<file path="src/rtl/mem_wb_stage.sv">
// rtl/mem_wb_stage.sv - MEM/WB pipeline register with load extension, write-back mux and retire counter
// Flush beats stall; every output is driven straight from a register.
module mem_wb_stage #(
   parameter int DATA_W = 32,
   parameter int REG_AW = 5,
   parameter int PC_W   = 30,
   parameter int CNT_W  = 32
) (
   input  logic              clk,
   input  logic              reset,
   input  logic              stall,
   input  logic              flush,
   input  logic              valid_mem,
   input  logic              regwrite_mem,
   input  logic [1:0]        memtoreg_mem,
   input  logic [2:0]        ldtype_mem,
   input  logic [1:0]        byteoff_mem,
   input  logic [DATA_W-1:0] dmout_mem,
   input  logic [DATA_W-1:0] aluout_mem,
   input  logic [REG_AW-1:0] a3_mem,
   input  logic [PC_W-1:0]   pc_mem,
   output logic              valid_wb,
   output logic              regwrite_wb,
   output logic [REG_AW-1:0] a3_wb,
   output logic [DATA_W-1:0] wd_wb,
   output logic [PC_W-1:0]   pc_wb,
   output logic [CNT_W-1:0]  retire_cnt
);

   logic              r_valid;
   logic              r_regwrite;
   logic [REG_AW-1:0] r_a3;
   logic [DATA_W-1:0] r_wd;
   logic [PC_W-1:0]   r_pc;
   logic [CNT_W-1:0]  r_cnt;

   logic [7:0]        w_byte;
   logic [15:0]       w_half;
   logic [DATA_W-1:0] w_load;
   logic [PC_W+1:0]   w_link;
   logic [DATA_W-1:0] w_wd;
   logic              w_regwrite;

   always_comb begin
      w_byte = dmout_mem[7:0];
      case (byteoff_mem)
         2'd1:    w_byte = dmout_mem[15:8];
         2'd2:    w_byte = dmout_mem[23:16];
         2'd3:    w_byte = dmout_mem[31:24];
         default: w_byte = dmout_mem[7:0];
      endcase
      // Half-word select ignores byteoff[0]; misalignment is trapped upstream.
      w_half = byteoff_mem[1] ? dmout_mem[31:16] : dmout_mem[15:0];

      w_load = dmout_mem;
      case (ldtype_mem)
         3'b001:  w_load = {{(DATA_W-8){w_byte[7]}}, w_byte};
         3'b010:  w_load = {{(DATA_W-8){1'b0}}, w_byte};
         3'b011:  w_load = {{(DATA_W-16){w_half[15]}}, w_half};
         3'b100:  w_load = {{(DATA_W-16){1'b0}}, w_half};
         default: w_load = dmout_mem;
      endcase

      w_link = {pc_mem + PC_W'(2), 2'b00};

      w_wd = aluout_mem;
      case (memtoreg_mem)
         2'b01:   w_wd = w_load;
         2'b10:   w_wd = DATA_W'(w_link);
         default: w_wd = aluout_mem;
      endcase

      w_regwrite = regwrite_mem & valid_mem & (a3_mem != '0);
   end

   always_ff @(posedge clk or posedge reset) begin
      if (reset) begin
         r_valid    <= 1'b0;
         r_regwrite <= 1'b0;
         r_a3       <= '0;
         r_wd       <= '0;
         r_pc       <= '0;
         r_cnt      <= '0;
      end else if (flush) begin
         r_valid    <= 1'b0;
         r_regwrite <= 1'b0;
         r_a3       <= '0;
         r_wd       <= '0;
         r_pc       <= '0;
      end else if (!stall) begin
         r_valid    <= valid_mem;
         r_regwrite <= w_regwrite;
         r_a3       <= a3_mem;
         r_wd       <= w_wd;
         r_pc       <= pc_mem;
         if (valid_mem)
            r_cnt <= r_cnt + CNT_W'(1);
      end
   end

   assign valid_wb    = r_valid;
   assign regwrite_wb = r_regwrite;
   assign a3_wb       = r_a3;
   assign wd_wb       = r_wd;
   assign pc_wb       = r_pc;
   assign retire_cnt  = r_cnt;

endmodule

</file>
<file path="config.mk">
export PLATFORM = sky130hd
export DESIGN_NAME = mem_wb_stage
export DESIGN_NICKNAME = d
export VERILOG_FILES = /design/src/rtl/mem_wb_stage.sv
export SDC_FILE = /design/constraint.sdc
export NUM_CORES = 1
export LEC_CHECK = 0
export BUFFER_PORTS_ARGS = -buffer_cell sky130_fd_sc_hd__buf_4
export CAP_MARGIN = 20
export CORE_MARGIN = 2
export CORE_UTILIZATION = 30
export CTS_CLUSTER_SIZE = 30
export DETAILED_ROUTE_END_ITERATION = 8
export PLACE_DENSITY = 0.62
export SETUP_SLACK_MARGIN = 0.3
export SLEW_MARGIN = 20
export SYNTH_ARGS = -nofsm -noshare
export SYNTH_HDL_FRONTEND = slang
export SYNTH_SLANG_ARGS = --single-unit
</file>
<file path="constraint.sdc">
create_clock -name clk -period 3 [get_ports clk]
set_input_delay 0.3 -clock clk [delete_from_list [all_inputs] [get_ports clk]]
set_output_delay 0.3 -clock clk [all_outputs]
set_load 0.05 [all_outputs]
</file>
## Word-level counts from Yosys, hierarchy flattened

Index checks and enable logic that the tools add are counted.

| cells by class | value |
|---|---|
| add/sub/neg operators | 2 |
| equal/unequal tests | 10 |
| multiplexer cells | 14 |
| bitwise logic cells | 4 |
| reduce and logical (&&, ||, !) cells | 2 |

Operators with widths:

| kind | count |
|---|---|
| one-hot mux 32 bit (4 select lines) | 1 |
| 2-to-1 mux 32 bit | 2 |
| one-hot mux 32 bit (2 select lines) | 1 |
| 2-to-1 mux 30 bit | 2 |
| adder 32 x 1 -> 32 bit (second input constant) | 1 |
| adder 30 x 2 -> 30 bit (second input constant) | 1 |
| one-hot mux 8 bit (3 select lines) | 1 |
| 2-to-1 mux 16 bit | 1 |
| 2-to-1 mux 5 bit | 2 |
| equality test 2 bit (second input constant) | 3 |
| equality test 3 x 2 -> 1 bit (second input constant) | 2 |
| nonzero test 5 bit | 1 |
| equality test 2 x 1 -> 1 bit (second input constant) | 2 |
| 2-to-1 mux 1 bit | 4 |
| equality test 3 x 1 -> 1 bit (second input constant) | 1 |
| equality test 3 bit (second input constant) | 1 |
| AND reduction 3 bit | 1 |
| AND 1 bit | 2 |
| inequality test 2 x 1 -> 1 bit (second input constant) | 1 |
| NOT 1 bit | 2 |

| storage, ports and cells | value |
|---|---|
| bits in registers | 101 |
| output and inout port bits | 101 |

## Depth between registers and ports, before layout

Gate-level depths: netlist of run 1.

| depth | value |
|---|---|
| word-level depth | 6 |
| mapped depth | 8 |
| mapped depth without buffers | 7 |

## Worst setup path after synthesis of run 1

No wires, ideal clock.

| path | value |
|---|---|
| path kind | register to register |
| start | register r_cnt[2] (netlist: retire_cnt[2]) |
| end | register r_cnt[31] (netlist: retire_cnt[31]) |
| data arrival time | 1896 ps |
| required time | 2860 ps |
| slack | 964 ps |
| stages on the path, launching flop included | 6 |
| buffers on the path | 0 |
| cells stage by stage | dfrtp_1 > and4bb_1 > nand4_1 > nor3_1 > nand4_1 > xnor2_1 |

| between the ends | value |
|---|---|
| word-level cells in the longest chain between the ends | 1 |

Ends and longest elaborated chain:

| what | RTL line | RTL |
|---|---|---|
| from (decl) | 35 | `logic [CNT_W-1:0] r_cnt;` |
| from (signal assigned) | 97 | `r_cnt <= r_cnt + CNT_W'(1);` |
| adder 32 x 1 -> 32 bit | 97 |  |

No other way between the ends.
A chain may end at the register's enable or synchronous reset.

## Final worst setup path of run 1

| path | value |
|---|---|
| start | input pc_mem[1] |
| end | register r_wd[29] (netlist: wd_wb[29]) |

| between the ends | value |
|---|---|
| word-level cells in the longest chain between the ends | 4 |

Ends and longest elaborated chain:

| what | RTL line | RTL |
|---|---|---|
| from (decl) | 21 | `input logic [PC_W-1:0] pc_mem,` |
| adder 30 x 2 -> 30 bit | 64 | `w_link = {pc_mem + PC_W'(2), 2'b00};` |
| one-hot mux 32 bit (2 select lines) | 67 | `case (memtoreg_mem)` |
| 2-to-1 mux 32 bit | 90 | `end else if (!stall) begin` |
| 2-to-1 mux 32 bit | 84 | `end else if (flush) begin` |
| to (signal assigned) | 94 | `r_wd <= w_wd;` |
| to (decl) | 33 | `logic [DATA_W-1:0] r_wd;` |

No other way between the ends. The select of a mux whose other input is x is not followed.

==> results.py, run 1 <==
metrics = {
    "global_routing": {
        "antenna_found_initial": 0,
        "grt_pass1_wl_um": 34300,
        "grt_pass1_vias": 5864,
        "grt_use_total_pct": 20.2,
        "overflow": 0,
        "grt_start_max_net_pins": 65,
    },
    "layout": {
        "insertedDiodeCount": 0,
        "drive_gt1_share_pct": 29.3,
        "area_growth_pct": 35.4,
        "fin_nets": 988,
        "final_cell_mix": "buf_4, dfrtp_1, nor2_1",
        "layout_commonest_cell": "buf_4",
        "stdcell_count": 1147,
    },
    "die": {
        "die_h_um": 148,
        "io_pins": 213,
        "core_um2": 20200,
        "rows": 52,
        "dieArea_um2": 21800,
        "die_width_um": 148,
        "initial_core_util_pct": 30.6,
    },
    "synth": {
        "ys_types": 63,
        "syn_area_per_cell_um2": 9.08,
        "synth_top_area_share_pct": 40.8,
        "synth_edf_count": 0,
        "synth_ff_type": "dfrtp_1",
        "synth.ff_latch_count": 101,
        "syn_area_um2": 6190,
        "yosys_warnings": 0,
        "yosys-top-cells-area": "dfrtp_1, mux2i_1, nor2_1, xnor2_1, a21oi_1",
        "netlist.top_cell.by_area": "dfrtp_1",
        "seq_area_frac_synth_pct": 40.8,
        "syn_inst": 682,
        "synth_nets": 798,
        "ys_async_sr_fraction_pct": 100,
    },
    "cts": {
        "cts_buffers": 9,
        "h-tree-depth": 3,
        "clk_path_buf_depth": 2,
        "clock_latency_ns": 0.35,
        "cts_tree": "done",
        "postCtsSetupRepairBufs": 0,
        "root_buffer": "clkbuf_16",
        "ctsResizeCount": 0,
        "cts_sinks": 101,
        "ctsHoldBuffers": 0,
        "clkTransAtPathRegs_ns": 0.07,
    },
    "placed_design": {
        "portBuffers": 212,
        "gp_congestion": 0.884,
        "placedCellCount": 1131,
        "dp_hpwl_um": 16700,
    },
    "timing": {
        "timing.fmax_mhz": 510,
        "final_max_slew_viol_count": 0,
        "setup_tns_ns": 0,
        "period_needed_ns": 1.96,
        "final-hold-violation-count": 0,
        "finalSetupViolations": 0,
        "tightest_slew_ns": 0.862,
        "rsz0062_at_grt": "false",
        "period_share_pct": 65.4,
        "max_slew_margin_pct": 42.5,
        "fin_skew_ns": 0.00843,
    },
    "worst_setup_path": {
        "r2r_cells": 5,
        "worstPathMaxFanout": 6,
        "crit-reg2reg-launch": "retire_cnt[2]",
        "start_kind": "input pin",
        "crit_type": "in2reg",
        "critPathRequiredTime_ns": 3.23,
        "worst_ep_arrival_time_ns": 2.19,
        "crit_path_end_kind": "flip-flop",
        "crit_start": "pc_mem[1]",
    },
    "pwr": {
        "power_frac_comb_pct": 28.3,
        "switching_share_pct": 33.9,
        "internal_power_mw": 2.67,
        "clock_power_share_pct": 33.8,
        "p_sw_mw": 1.37,
        "leakage_nw": 3.94,
        "p_per_area_nw_per_um2": 482,
        "peakVddDrop_mv": 0.289,
        "power_frac_seq_pct": 37.9,
    },
    "hold_path": {
        "hold_path.class": "in2async",
    },
    "routing": {
        "avgViaCountPerCell": 5.25,
        "drc_errors": 0,
        "wire_per_inst_um": 19.1,
        "ant_nets": 0,
        "vias": 6021,
        "drt-initial-drc-count": 544,
        "wirelength_um": 21900,
        "drtPass1Iterations": 5,
    },
    "flow_run": {
        "maxCapViolCount": 0,
    },
    "status": {
        "status": "finished, final reports clean",
    },
}
worst paths after layout:
kind	slack, ns	endpoint
min in group clk	0.21	a3_wb[4]
setup / recovery	1.04	wd_wb[29]
max in group asynchronous	2.05	wd_wb[19]
setup reg to reg	1.05	retire_cnt[31]
hold reg to reg	0.49	retire_cnt[31]
hold / removal	0.07	valid_wb
worst max-delay path, stage by stage:
cell and delay (ns):
buf_4 0.12, ha_1 0.25, and2_1 0.23, nand3_1 0.17, nor4_1 0.38, mux2_2 0.40
a2111oi_0 0.34
stage by stage:
stage                     hold WS [ns]  cell area (um^2)  setup slack, ns  utilization [%]  power (mW)
after global placement           0.468              8040            0.750             39.7        2.70
after global routing             0.109              8380            0.787             41.4        4.22
after detailed placement         0.462              8040            0.704             39.7        2.70
after CTS                       0.0850              8380             1.04             41.4        4.08
after floorplan                  0.448              6190            0.964                -        2.25
final                           0.0680              8380             1.04             41.4        4.04
power groups by stage:
stage	registers, mW	logic, mW	clock network (mW)
after floorplan	1.86	0.384	0
after global placement	1.56	1.14	0
after detailed placement	1.56	1.14	0
after CTS	1.53	1.15	1.40
after global routing	1.55	1.22	1.45
final	1.53	1.14	1.37
state kept, by name, summed over array words and instances, names as in the netlist:
signal,count
wd_wb,32
a3_wb,5
valid_wb,1
regwrite_wb,1
pc_wb,30
retire_cnt,32
logic make-up after synthesis:
family          Yosys count  share of synthesized area, %
compound gates          139                          15.7
xor+xnor                 54                          7.64
fa+ha+maj                 4                         0.809
buf+inv                  72                          4.67
flops                   101                          40.8
mux                      53                          8.85
simple gates            259                          21.5
routing by layer:
layer / share of wire, % / vias to the layer above / global-route usage [%] / routed length, um
met2: 43 / 234 / 29.5 / 9540
met5: 0 / - / 0 / 0
met3: 7.9 / 41 / 5.28 / 1740
li1: - / 2835 / - / -
met1: 45 / 2911 / 28.5 / 9960
met4: 3.2 / 0 / 7.84 / 696
layout make-up:
cell class | instances | area (um^2)
Inverter | 30 | 116
Timing Repair Buffer | 221 | 1680
Multi-Input combinational cell | 509 | 3370
Tap cell | 270 | 338
Fill cell | 2033 | 11900
Clock inverter | 6 | 111
Sequential cell | 101 | 2530
Clock buffer | 10 | 229
Yosys cell counts (9+ instances only):
master / count
a21oi_1: 41
nor2b_1: 15
nand2_1: 42
inv_1: 30
dfrtp_1: 101
and4_1: 10
mux2i_1: 48
o21ai_0: 19
a221oi_1: 15
xnor2_1: 33
or2_2: 9
clkbuf_1: 28
nor2_1: 79
nor3_1: 22
nand3_1: 18
nor4_1: 10
xor2_1: 21
nand4_1: 19
(Power assumes the default switching activity.)
==> inputs of run 2 (changes only) <==
--- a/config.mk
+++ b/config.mk
@@ -11,7 +11,7 @@
 export CORE_UTILIZATION = 30
 export CTS_CLUSTER_SIZE = 30
 export DETAILED_ROUTE_END_ITERATION = 8
-export PLACE_DENSITY = 0.62
+export PLACE_DENSITY = 0.6
 export SETUP_SLACK_MARGIN = 0.3
 export SLEW_MARGIN = 20
 export SYNTH_ARGS = -nofsm -noshare
==> constraint.sdc (replaced) <==
create_clock -name clk -period 2 [get_ports clk]
set_input_delay 0.2 -clock clk [delete_from_list [all_inputs] [get_ports clk]]
set_output_delay 0.2 -clock clk [all_outputs]
set_load 0.05 [all_outputs]
==> run 2 against run 1 <==
Compared with the run above: the run now ends with negative hold slack left; final cell count rose by 4.4%; routed wire length is 0.75% higher; core utilization increased by 2.3 points; die area unchanged; register-to-register slack got worse by 0.70 ns; combinational power up 59%; count of clock-buffer cells in the layout shrank 1; worst setup slack got worse by 0.69 ns; clock power rose by 32%; sequential share of layout area decreased by 1.3 points; non-clock buffer count is 50 higher; critical path type is now reg2reg; highest routed layer unchanged.
==> results.py, run 2 (synthesis gave the netlist of run 1 again) <==
metrics = {
    "routing": {
        "drtPass1Iterations": 5,
        "wire_per_inst_um": 18.5,
        "drt-initial-drc-count": 238,
        "drc_errors": 0,
        "wirelength_um": 22100,
        "vias": 6060,
        "ant_nets": 0,
        "avgViaCountPerCell": 5.06,
    },
    "timing": {
        "tightest_slew_ns": 0.582,
        "max_slew_margin_pct": 61.2,
        "final_max_slew_viol_count": 0,
        "holdWs_ns": -0.0173,
        "finalSetupViolations": 0,
        "timing.fmax_mhz": 607,
        "period_needed_ns": 1.65,
        "period_share_pct": 82.4,
        "final-hold-violation-count": 5,
        "rsz0062_at_grt": "true",
        "fin_skew_ns": 0.00874,
    },
    "pwr": {
        "power_frac_comb_pct": 30.6,
        "leakage_nw": 4.18,
        "peakVddDrop_mv": 0.505,
        "clock_power_share_pct": 30.5,
        "p_per_area_nw_per_um2": 669,
        "p_sw_mw": 2.16,
        "power_frac_seq_pct": 38.9,
        "switching_share_pct": 36.5,
        "internal_power_mw": 3.76,
        "power_mw": 5.92,
    },
    "cts": {
        "clkTransAtPathRegs_ns": 0.09,
        "cts_sinks": 101,
        "clk_path_buf_depth": 2,
        "cts_tree": "done",
        "h-tree-depth": 3,
        "cts_buffers": 9,
        "root_buffer": "clkbuf_16",
        "clock_latency_ns": 0.36,
    },
    "worst_setup_path": {
        "slowest_delay_ns": 0.37,
        "cp_num_buf_inv": 1,
        "cp_slowest_cell": "dfrtp_2",
        "worstPathMaxFanout": 4,
        "crit_path_end_kind": "flip-flop",
        "cp.depth": 6,
        "crit_type": "reg2reg",
        "start_kind": "flip-flop",
        "crit_path_cell_trace": "and4bb_2 -> nand4_1 -> buf_6 -> or2_4 -> nand2b_4 -> xnor2_1",
        "r2r_cells": 6,
        "worst_ep_arrival_time_ns": 1.90,
        "crit_family": "simple AND/OR/NAND/NOR gates",
        "critPathRequiredTime_ns": 2.25,
    },
    "layout": {
        "post-route-util_pct": 43.7,
        "area_growth_pct": 42.9,
        "drive_gt1_share_pct": 36.7,
        "stdcell_count": 1197,
        "final_cell_mix": "buf_4, dfrtp_1, nor2_1",
        "insertedDiodeCount": 0,
        "fin_nets": 1038,
        "layout_commonest_cell": "buf_4",
    },
    "die": {
        "rows": 52,
        "initial_core_util_pct": 30.6,
        "die_h_um": 148,
        "die_width_um": 148,
        "io_pins": 213,
        "dieArea_um2": 21800,
        "core_um2": 20200,
    },
    "global_routing": {
        "grt_start_max_net_pins": 102,
        "grt_pass1_wl_um": 33900,
        "grt_pass1_vias": 6058,
        "antenna_found_initial": 0,
        "grt_use_total_pct": 20.0,
        "overflow": 0,
    },
    "status": {
        "failed_checks": "negative hold slack",
        "status": "finished with violations",
    },
    "placed_design": {
        "gp_congestion": 0.916,
        "dp_hpwl_um": 17100,
        "portBuffers": 212,
        "placedCellCount": 1167,
    },
    "flow_run": {
        "maxCapViolCount": 0,
    },
    "hold_path": {
        "hold_path.class": "in2async",
    },
}
run 2: changes by cell type in the layout (fill, tap and decap cells not counted), moves of 3 or more:
cell       before  now
buf_4         219  266
dfrtp_1       101   84
dfrtp_2         0   17
bufinv_16       3    0
inv_8           0    3
nor2_1         79   76
run 2: through the flow:
step | setup TNS [ns] | area [um^2] | hold slack [ns] | setup WS (ns)
floorplan | 0 | 6250 | 0.348 | 0.161
global placement | -0.0127 | 8380 | 0.422 | -0.0127
detailed placement | -0.0985 | 8380 | 0.421 | -0.0985
CTS | 0 | 8700 | 0.0301 | 0.289
global route | 0 | 8840 | 0.0690 | 0.264
finish | 0 | 8840 | -0.0173 | 0.351
run 2: area by class of cell:
type | instances | area, um^2
fillers | 2031 | 11400
multi-input cells | 509 | 3450
flip-flops and latches | 101 | 2550
repair buffers | 271 | 2090
well taps | 270 | 338
clock buffers | 9 | 225
inverters | 30 | 116
clock inverters | 7 | 76.3
run 2: per-layer routing:
layer  share of wire (%)  global-route usage [%]
met5                   0                       0
met4                 2.3                    5.67
met3                 8.8                    6.17
met2                  47                    32.3
met1                  42                    25.9
run 2: path summary, 6_finish.rpt:
kind / start / to / slack (ns)
max in group asynchronous: reset / retire_cnt[6] / 1.56
worst max-delay path: retire_cnt[2] / retire_cnt[19] / 0.35
worst min register to register: retire_cnt[31] / retire_cnt[31] / 0.47
min in group clk: a3_mem[1] / a3_wb[1] / 0.09
worst min-delay path: reset / wd_wb[6] / -0.02
worst max register to register: retire_cnt[2] / retire_cnt[19] / 0.35
run 2: power by group through the flow:
stage	Sequential, mW	Clock (mW)	Combinational (mW)
global route	2.33	1.93	1.93
detailed placement	2.35	0	1.78
CTS	2.31	1.86	1.78
global placement	2.34	0	1.77
floorplan	2.80	0	0.582
finish	2.30	1.81	1.81
run 2: what timing repair did:
action	in CTS	in global routing
gates resized for setup	2	13
hold buffers	0	0
pin swaps	0	5
setup endpoints to repair	5	16
setup buffers	0	14
run 2: worst reg2reg max path, stage by stage, from the launching register on:
cell      delay, ns
dfrtp_2        0.37
and4bb_2       0.28
nand4_1        0.19
buf_6          0.19
or2_4          0.26
nand2b_4       0.15
xnor2_1        0.11
==> inputs of run 3 (changes only) <==
--- a/config.mk
+++ b/config.mk
@@ -5,6 +5,7 @@
 export SDC_FILE = /design/constraint.sdc
 export NUM_CORES = 1
 export LEC_CHECK = 0
+export ABC_AREA = 1
 export BUFFER_PORTS_ARGS = -buffer_cell sky130_fd_sc_hd__buf_4
 export CAP_MARGIN = 20
 export CORE_MARGIN = 2
==> constraint.sdc (replaced) <==
create_clock -name clk -period 1.7 [get_ports clk]
set_input_delay 0.17 -clock clk [delete_from_list [all_inputs] [get_ports clk]]
set_output_delay 0.17 -clock clk [all_outputs]
set_load 0.05 [all_outputs]
==> run 3 against run 2 <==
Compared with the run above: the flow now finishes without violations; via count grew 22%; worst setup slack lost 0.20 ns; combinational power grew 33%; clock power grew 20%; non-clock buffer count grew 1; global-route usage grew 1.9 points.
==> results.py, run 3 <==
metrics = {
    "layout": {
        "area_growth_pct": 43.0,
        "layout_commonest_cell": "nand2_1",
        "fin_nets": 1357,
        "drive_gt1_share_pct": 30.2,
        "insertedDiodeCount": 0,
        "finalInstanceArea_um2": 9420,
        "num-fill-cells": 2258,
        "final_cell_mix": "nand2_1, buf_4, nor2_1",
    },
    "hold_path": {
        "min_to": "regwrite_wb",
        "hold_start": "regwrite_mem",
        "min_delay_path_depth": 3,
        "hold_path.class": "in2reg",
    },
    "cts": {
        "clock_latency_ns": 0.35,
        "cts_tree": "done",
        "cts_sinks": 101,
        "cts_buffers": 9,
        "clk_path_buf_depth": 2,
        "clkTransAtPathRegs_ns": 0.08,
        "h-tree-depth": 3,
        "root_buffer": "clkbuf_16",
    },
    "timing": {
        "max_slew_margin_pct": 62.2,
        "period_needed_ns": 1.55,
        "final_max_slew_viol_count": 0,
        "setup_tns_ns": 0,
        "tightest_slew_ns": 0.566,
        "finalWorstSetupSlack_ns": 0.149,
        "timing.fmax_mhz": 645,
        "holdWs_ns": 0.0591,
        "period_share_pct": 91.2,
        "final-hold-violation-count": 0,
        "finalSetupViolations": 0,
        "fin_skew_ns": 0.00494,
        "rsz0062_at_grt": "true",
    },
    "die": {
        "io_pins": 213,
        "initial_core_util_pct": 30.4,
        "core_um2": 21700,
        "die_width_um": 152,
        "rows": 54,
        "dieArea_um2": 23200,
        "die_h_um": 152,
    },
    "global_routing": {
        "overflow": 0,
        "antenna_found_initial": 0,
        "grt_pass1_wl_um": 40100,
        "grt_use_total_pct": 21.9,
        "grt_start_max_net_pins": 70,
        "grt_pass1_vias": 7250,
    },
    "synth": {
        "synth_xor_area_share_pct": 3.99,
        "synth_top_area_share_pct": 38.4,
        "syn_area_um2": 6590,
        "synth_edf_count": 0,
        "synth_ff_type": "dfrtp_1",
        "netlist.top_cell.by_area": "dfrtp_1",
        "synth_top_family_by_area": "simple AND/OR/NAND/NOR gates",
        "syn_area_per_cell_um2": 6.64,
        "synth_top_cells_by_count": "nand2_1, nor2_1, dfrtp_1, inv_1, nand3_1",
        "yosys_warnings": 0,
        "synth.ff_latch_count": 101,
        "seq_area_frac_synth_pct": 38.4,
        "yosysMostFrequentCell": "nand2_1",
        "synth_fa_ha_area_share_pct": 0.760,
        "yosys-top-cells-area": "dfrtp_1, nand2_1, nor2_1, nand3_1, inv_1",
        "synthSimpleGateAreaFrac_pct": 40.5,
        "synthMuxAreaShare_pct": 0,
        "synth_compound_area_share_pct": 8.00,
        "ys_types": 37,
        "syn_inst": 992,
        "ys_async_sr_fraction_pct": 100,
        "synth_nets": 1108,
    },
    "routing": {
        "drtPass1Iterations": 8,
        "avgViaCountPerCell": 4.83,
        "vias": 7375,
        "ant_nets": 0,
        "wirelength_um": 25700,
        "wire_per_inst_um": 16.8,
        "drc_errors": 0,
        "drt-initial-drc-count": 457,
    },
    "pwr": {
        "p_per_area_nw_per_um2": 775,
        "peakVddDrop_mv": 0.381,
        "leakage_nw": 4.98,
        "power_mw": 7.30,
    },
    "placed_design": {
        "dp_hpwl_um": 20100,
        "portBuffers": 212,
        "gp_congestion": 0.969,
        "dp_slack_ns": -0.0833,
        "placed_cell_area_um2": 8680,
    },
    "worst_setup_path": {
        "worst_ep_arrival_time_ns": 1.82,
        "crit_path_end_kind": "flip-flop",
        "r2r_cells": 8,
        "crit_type": "reg2reg",
        "r2r_slack_ns": 0.15,
        "critPathRequiredTime_ns": 1.97,
        "timing.rr.end": "retire_cnt[20]",
        "start_kind": "flip-flop",
        "crit-reg2reg-launch": "retire_cnt[1]",
        "worstPathMaxFanout": 4,
    },
    "status": {
        "status": "finished, final reports clean",
    },
    "flow_run": {
        "maxCapViolCount": 0,
    },
}
## run 3: changes by cell type in the layout (fill, tap and decap cells not counted), sizes merged, moves of 21 or more
cell,before,now
o21ai,20,59
nor2,79,146
a21oi,41,18
inv,33,105
xnor2,33,12
nand2,42,355
mux2i,48,0
nand3,18,95
## run 3: power by group
group          total [mW]  switching (mW)  internal, mW
clock network        2.17            1.01          1.16
logic                2.41            1.53         0.880
registers            2.71           0.140          2.57
total                7.30            2.68          4.62
## run 3: logic make-up (layout without fill, tap and decap cells)
| group | after synthesis | after routing |
|---|---|---|
| flops | 101 | 101 |
| fa+ha+maj | 4 | 4 |
| xor+xnor | 30 | 30 |
| buf+inv | 137 | 391 |
| compound gates | 95 | 95 |
| simple gates | 625 | 625 |
## run 3: routing by layer
metal / wire, um / part of all wire [%] / GRT usage [%]
met5: 0 / 0 / 0
met4: 790 / 3.1 / 8.54
met3: 1670 / 6.5 / 4.07
met2: 11900 / 46 / 34.6
met1: 11400 / 44 / 29.8
## run 3: worst max-delay path, stage by stage (launching register included)
cell	delay, ns
dfrtp_2	0.41
ha_4	0.16
nand3_4	0.07
nor2_4	0.09
nand2_2	0.08
nor2_4	0.16
nand3_4	0.12
nor3_4	0.19
xor2_1	0.18
## run 3: repair_timing
action | 4_1_cts | 5_1_grt
buffers inserted | 20 | 18
hold buffers | 1 | 0
gates resized for setup | 12 | 22
setup endpoints to repair | 19 | 29
hold endpoints to repair | 48 | 0
pin swaps | 12 | 21
## run 3: cell type report
class | count | area (um^2) | area share, %
Timing Repair Buffer | 272 | 2130 | 22.6
Clock inverter | 7 | 78.8 | 0.837
Sequential cell | 101 | 2560 | 27.2
Tap cell | 280 | 350 | 3.72
Inverter | 103 | 395 | 4.20
Clock buffer | 9 | 225 | 2.39
Multi-Input combinational cell | 754 | 3680 | 39.1
## run 3: worst max-delay path by stage
| stage | start | end | slack, ns | cells after the start |
|---|---|---|---|---|
| after floorplan | retire_cnt[1] | retire_cnt[26] | 0.05 | 8 |
| after global placement | pc_mem[2] | wd_wb[13] | -0.06 | 12 |
| after detailed placement | pc_mem[2] | wd_wb[13] | -0.08 | 12 |
| after CTS | retire_cnt[1] | retire_cnt[27] | 0.12 | 11 |
| after global routing | retire_cnt[1] | retire_cnt[20] | 0.06 | 8 |
| final | retire_cnt[1] | retire_cnt[20] | 0.15 | 8 |
## run 3: stage by stage
| step | util [%] | instances |
|---|---|---|
| floorplan | - | 992 |
| global placement | 40.0 | 1471 |
| detailed placement | 40.0 | 1471 |
| CTS | 42.4 | 1508 |
| global route | 43.4 | 1526 |
| finish | 43.4 | 1526 |
